## config.mk

```make
export PLATFORM = sky130hd
export DESIGN_NAME = instruction_fetch
export DESIGN_NICKNAME = d
export VERILOG_FILES = /design/src/rtl/fetch_pkg.sv /design/src/rtl/instruction_fetch.sv
export SDC_FILE = /design/constraint.sdc
export NUM_CORES = 1
export LEC_CHECK = 0
export CELL_PAD_IN_SITES_DETAIL_PLACEMENT = 0
export CELL_PAD_IN_SITES_GLOBAL_PLACEMENT = 1
export CORE_ASPECT_RATIO = 0.5
export CORE_MARGIN = 10
export CORE_UTILIZATION = 23
export DETAILED_ROUTE_END_ITERATION = 8
export GPL_TIMING_DRIVEN = 0
export PLACE_DENSITY_LB_ADDON = 0.1
export SLEW_MARGIN = 25
export SYNTH_ARGS = -nofsm -noshare
export SYNTH_HDL_FRONTEND = slang
export SYNTH_SLANG_ARGS = --single-unit
```

## constraint.sdc

```tcl
create_clock -name clk -period 1.7 [get_ports clk]
set_input_delay 0.17 -clock clk [delete_from_list [all_inputs] [get_ports clk]]
set_output_delay 0.17 -clock clk [all_outputs]
set_load 0.01 [all_outputs]
```

## src/rtl/fetch_pkg.sv

```systemverilog
// Shared types and constants for the instruction fetch stage.
package fetch_pkg;

    localparam int unsigned ADDR_W = 32;
    localparam int unsigned INST_W = 32;
    localparam int unsigned PAIR_W = 2 * INST_W;

    localparam logic [ADDR_W-1:0] RESET_PC_DEFAULT = 32'hBFC0_0000;

    typedef enum logic [1:0] {
        FETCH_REQ,
        FETCH_WAIT,
        FETCH_DISCARD
    } fetch_state_t;

    // Word-align a PC by clearing bits [1:0]; all bits are consumed.
    function automatic logic [ADDR_W-1:0] word_align(input logic [ADDR_W-1:0] pc);
        return pc & 32'hFFFF_FFFC;
    endfunction

endpackage

```

## src/rtl/instruction_fetch.sv

```systemverilog
// Fetch stage: issues 64-bit aligned pair reads and writes the returned
// one or two instructions, tagged with their PCs, into the instruction FIFO.
module instruction_fetch
    import fetch_pkg::*;
#(
    parameter logic [ADDR_W-1:0] RESET_PC = RESET_PC_DEFAULT
) (
    input  logic              clk,
    input  logic              rst,
    input  logic              fifo_full,
    input  logic              redirect_valid,
    input  logic [ADDR_W-1:0] redirect_pc,
    output logic              ibus_req,
    output logic [ADDR_W-1:0] ibus_addr,
    input  logic              ibus_addr_ok,
    input  logic              ibus_data_ok,
    input  logic [PAIR_W-1:0] ibus_rdata,
    output logic              write_en1,
    output logic              write_en2,
    output logic [INST_W-1:0] write_data1,
    output logic [INST_W-1:0] write_data2,
    output logic [ADDR_W-1:0] write_address1,
    output logic [ADDR_W-1:0] write_address2
);

    fetch_state_t      state;
    fetch_state_t      state_next;
    logic [ADDR_W-1:0] pc;
    logic [ADDR_W-1:0] pc_next;
    logic [ADDR_W-1:0] fetch_pc;
    logic [ADDR_W-1:0] redirect_target;
    logic [ADDR_W-1:0] seq_pc;
    logic              accept;
    logic              deliver;

    assign redirect_target = word_align(redirect_pc);

    // An odd-word fetch yields only the upper instruction of the pair.
    assign seq_pc  = fetch_pc[2] ? fetch_pc + 32'd4 : fetch_pc + 32'd8;
    assign accept  = (state == FETCH_REQ) && !fifo_full && ibus_addr_ok;
    assign deliver = (state == FETCH_WAIT) && ibus_data_ok && !redirect_valid;

    // State, PC and in-flight fetch PC registers.
    always_ff @(posedge clk) begin
        if (rst) begin
            state    <= FETCH_REQ;
            pc       <= word_align(RESET_PC);
            fetch_pc <= word_align(RESET_PC);
        end else begin
            state <= state_next;
            pc    <= pc_next;
            if (accept) begin
                fetch_pc <= pc;
            end
        end
    end

    // Next-state and next-PC logic.
    always_comb begin
        state_next = state;
        pc_next    = pc;
        unique case (state)
            FETCH_REQ: begin
                if (accept) begin
                    state_next = redirect_valid ? FETCH_DISCARD : FETCH_WAIT;
                end
            end
            FETCH_WAIT: begin
                if (ibus_data_ok) begin
                    state_next = FETCH_REQ;
                    pc_next    = seq_pc;
                end else if (redirect_valid) begin
                    state_next = FETCH_DISCARD;
                end
            end
            FETCH_DISCARD: begin
                if (ibus_data_ok) begin
                    state_next = FETCH_REQ;
                end
            end
            default: begin
                state_next = FETCH_REQ;
            end
        endcase
        // A redirect overrides any sequential PC update in every state.
        if (redirect_valid) begin
            pc_next = redirect_target;
        end
    end

    // Bus request and FIFO write outputs.
    always_comb begin
        ibus_req       = 1'b0;
        ibus_addr      = {pc[ADDR_W-1:3], 3'b000};
        write_en1      = 1'b0;
        write_en2      = 1'b0;
        write_data1    = '0;
        write_data2    = '0;
        write_address1 = '0;
        write_address2 = '0;
        if (state == FETCH_REQ) begin
            ibus_req = !fifo_full;
        end
        if (deliver) begin
            write_en1      = 1'b1;
            write_address1 = fetch_pc;
            if (fetch_pc[2]) begin
                write_data1 = ibus_rdata[PAIR_W-1:INST_W];
            end else begin
                write_data1    = ibus_rdata[INST_W-1:0];
                write_en2      = 1'b1;
                write_data2    = ibus_rdata[PAIR_W-1:INST_W];
                write_address2 = fetch_pc + 32'd4;
            end
        end
    end

endmodule

```

==> results.txt <==
----------------------------------------------------
[Synthesis]
  Cell area after synthesis ... 4580 um2
  Post-synth top flop ... sky130_fd_sc_hd__dfxtp_1
  Share of synthesized area occupied by flip-flops and latches ... 28.9%
  Number of synthesized flops with an enable pin ... 0
  Yosys warning total ... 0
  Count of cell types in the netlist ... 53
  Fraction of registers with async set/reset ... 0%
  Synthesized area per cell ... 7.23 um2
  Synth Register Bits ... 66
  Instance count of the mapped netlist ... 633

[Timing]
  Setup skew after layout ... 0.00597 ns
  Worst max-slew margin expressed relative to the limit ... 49.0%
  Count of endpoints failing hold in the final timing report ... 0
  Period utilization ... 113%
  Number of setup violations in the final report ... 130
  Setup slack of the critical path after layout ... -0.213 ns
  F_max ... 523 MHz
  Period minus WS final ... 1.91 ns
  Final Slew Violations ... 0
  Post-route worst hold slack ... 0.387 ns
  Unrepaired setup endpoints after global routing ... yes
  Worst-Margin Slew ... 0.765 ns

[Cells and area]
  Final design instance area without fill ... 8850 um2
  Cell Count, Final, Fillers Out ... 1209
  Antenna cells ... 0
  Share of post-route cells with drive strength above 1 ... 40.8%
  Post-synthesis to final-layout area growth ... 93.5%
  Net count of the finished layout ... 1042

[Clock tree]
  Count of hold buffers inserted by post-cts repair ... 0
  Worst-Skew Late Latency ... 0.33 ns
  Bufs on Longest Clock Path ... 2
  H-tree levels ... 3
  Total clock buffers created by CTS ... 9
  Clock tree root buffer cell ... sky130_fd_sc_hd__clkbuf_16
  Clock-pin slew of the registers on the worst-case setup and hold paths ... 0.06 ns
  Sink count of the clock tree ... 66
  CTS tree ... done

[Critical path]
  Startpoint type of the worst setup path ... register
  Largest stage delay on the critical path ... 0.31 ns
  CP Class ... reg -> out
  Largest fanout on the critical path ... 5
  Arrival time reported for the critical path endpoint ... 1.74 ns
  List of cells traversed by the critical path ... and3b_2 -> nand2b_4 -> nor2_4 -> buf_6 -> clkbuf_16 -> and2_4 -> buf_6
  Cells on worst reg2reg path ... 7
  Slowest stage cell on the critical path ... sky130_fd_sc_hd__dfxtp_2
  Worst EP required ... 1.53 ns
  Cell seen most often among critical-path stages ... sky130_fd_sc_hd__buf_6
  Crit. End Element ... primary output

[Routing]
  Average wire per cell in the routed design ... 21.2 um
  Post-route ant nets ... 0
  Length of the first detailed-routing pass in iterations ... 5
  Vias after detailed routing ... 5644
  DRC violation total after the first TritonRoute iteration ... 345
  Total Wirelength ... 25600 um
  Count of unresolved DRC violations after routing ... 0
  Mean number of vias per cell ... 4.67

[Power]
  VDD IR max ... 0.444 mV
  Switching power summed over all nets ... 0.00120 W
  Part of the power in registers ... 37.3%
  Switching share of power ... 26.1%
  Internal ... 0.00339 W
  Portion of total power attributed to combinational logic ... 20.1%
  Total power draw ... 0.00459 W
  Power Density ... 518 nW/um2
  Clock power share ... 42.6%
  Leakage power summed over all cells ... 3.69 nW

[Die]
  Die outline width ... 219 um
  Area inside the core boundary ... 19500 um2
  Die Span Y ... 120 um
  Initial standard-cell utilization of the core ... 23.5%
  # IOs ... 265
  Total die area ... 26300 um2
  Placement row count ... 36

[Global routing]
  Pin count of the biggest net entering global routing ... 12
  Wire length of the first global-routing pass ... 36800 um
  Via count of the first global-routing pass ... 5682
  All-layer global routing usage ... 18.3%
  Gr ovfl total ... 0
  Antenna violations before repair ... 0

[Worst hold path]
  Worst hold path stage count ... 3
  Class of the worst hold path ... in -> reg

[Placement]
  Post-DP HPWL ... 19400 um
  Placed Instances ... 1160
  Placed Area ... 7510 um2
  Port bufs ... 259
  Worst Setup Slack post-DPL ... -1.49 ns
  Routability congestion estimate from global placement ... 0.861

[Run status]
  Outcome ... complete, but fails checks
  Violated checks ... setup timing

[Run]
  Max-cap check violation count ... 0

----------------------------------------------------
-- routing by layer --
metal  up-vias  global-route usage [%]  share of wire (%)
li1       2721                       -                  -
met1      2687                    22.7                 43
met2       221                    31.9                 49
met3        15                    4.71                7.7
met4         0                    2.70               0.63
met5         -                       0                  0
-- registers in the layout (all words and copies together) (netlist names) --
signal	flops
pc	32
fetch_pc	32
state	2
-- layout by cell type (no fill, tap or decap), drive strengths merged, types with 10 or more instances in the layout --
master	instances
nand2	101
mux2i	34
clkbuf	40
nor2	67
nand3b	11
and2	92
clkdlybuf4s50	127
buf	207
a21oi	49
o21ai	10
nand3	11
clkdlybuf4s15	13
dfxtp	66
xnor2	12
nor3	15
-- synthesized netlist by cell type, drive strengths merged, types with 10 or more instances --
master / count / area (um2)
buf: 55 / 352
nor3: 15 / 75.1
o21ai: 10 / 50.1
mux2i: 34 / 340
a21oi: 49 / 245
xnor2: 12 / 105
dfxtp: 66 / 1320
nand3b: 11 / 82.6
and2: 92 / 576
nand2: 101 / 382
clkbuf: 28 / 105
nand3: 11 / 60.1
nor2: 67 / 254
-- kinds of logic (layout without fill, tap and decap cells) --
family | after synthesis | in the layout | share of synthesized area, %
AO/OA/AOI/OAI | 95 | 95 | 12.7
XOR/XNOR | 13 | 13 | 2.49
adder cells (fa/ha/maj) | 1 | 1 | 0.273
buffers and inverters | 87 | 395 | 10.3
flip-flops | 66 | 66 | 28.9
multiplexers | 34 | 34 | 7.44
other | 1 | 3 | 0.0820
AND/OR/NAND/NOR | 336 | 336 | 37.8
-- worst paths after layout --
check,from,endpoint,slack [ns]
worst max-delay path,state[1]$_SDFFE_PP0P_,write_address2[15],-0.21
worst min-delay path,ibus_data_ok,state[1]$_SDFFE_PP0P_,0.39
worst min register to register,pc[0]$_SDFFE_PP0P_,fetch_pc[0]$_SDFFE_PP0P_,0.45
worst max register to register,fetch_pc[3]$_SDFFE_PP0P_,pc[15]$_SDFFE_PP0P_,-0.02
-- what timing repair did --
action,CTS,global route
hold endpoints to repair,0,0
pin swaps,24,13
resized for setup,738,125
cloned,6,2
endpoints found under the setup margin,164,185
buffers inserted,25,3
-- worst max-delay path, delay by kind of cell (launching register included) --
| kind | cells | cell delay (ns) |
|---|---|---|
| buf+inv | 3 | 0.41 |
| flops | 1 | 0.31 |
| simple gates | 4 | 0.67 |
-- final cells by class --
type,instances,area (um2)
Timing Repair Buffer,295,2870
Clock inverter,2,35.0
Buffer,81,761
Sequential cell,66,1370
Tap cell,266,333
Fill cell,1975,10700
Multi-Input combinational cell,482,3200
Inverter,4,22.5
Clock buffer,13,270
-- stage by stage --
step                      util, %  TNS, ns
final                        45.4   -19.37
after global routing         45.4   -27.07
after CTS                    43.8   -20.58
after detailed placement     38.5  -173.38
after global placement       38.5  -175.34
after floorplan                 -        0
-- power by group through the flow --
| stage | Clock [W] | Combinational [W] | Sequential, W |
|---|---|---|---|
| final | 0.00195 | 0.000922 | 0.00171 |
| after global routing | 0.00202 | 0.000997 | 0.00172 |
| after CTS | 0.00196 | 0.000907 | 0.00171 |
| after detailed placement | 0 | 0.000855 | 0.00174 |
| after global placement | 0 | 0.000847 | 0.00174 |
| after floorplan | 0 | 0.000374 | 0.00171 |
(Power assumes the default switching activity.)
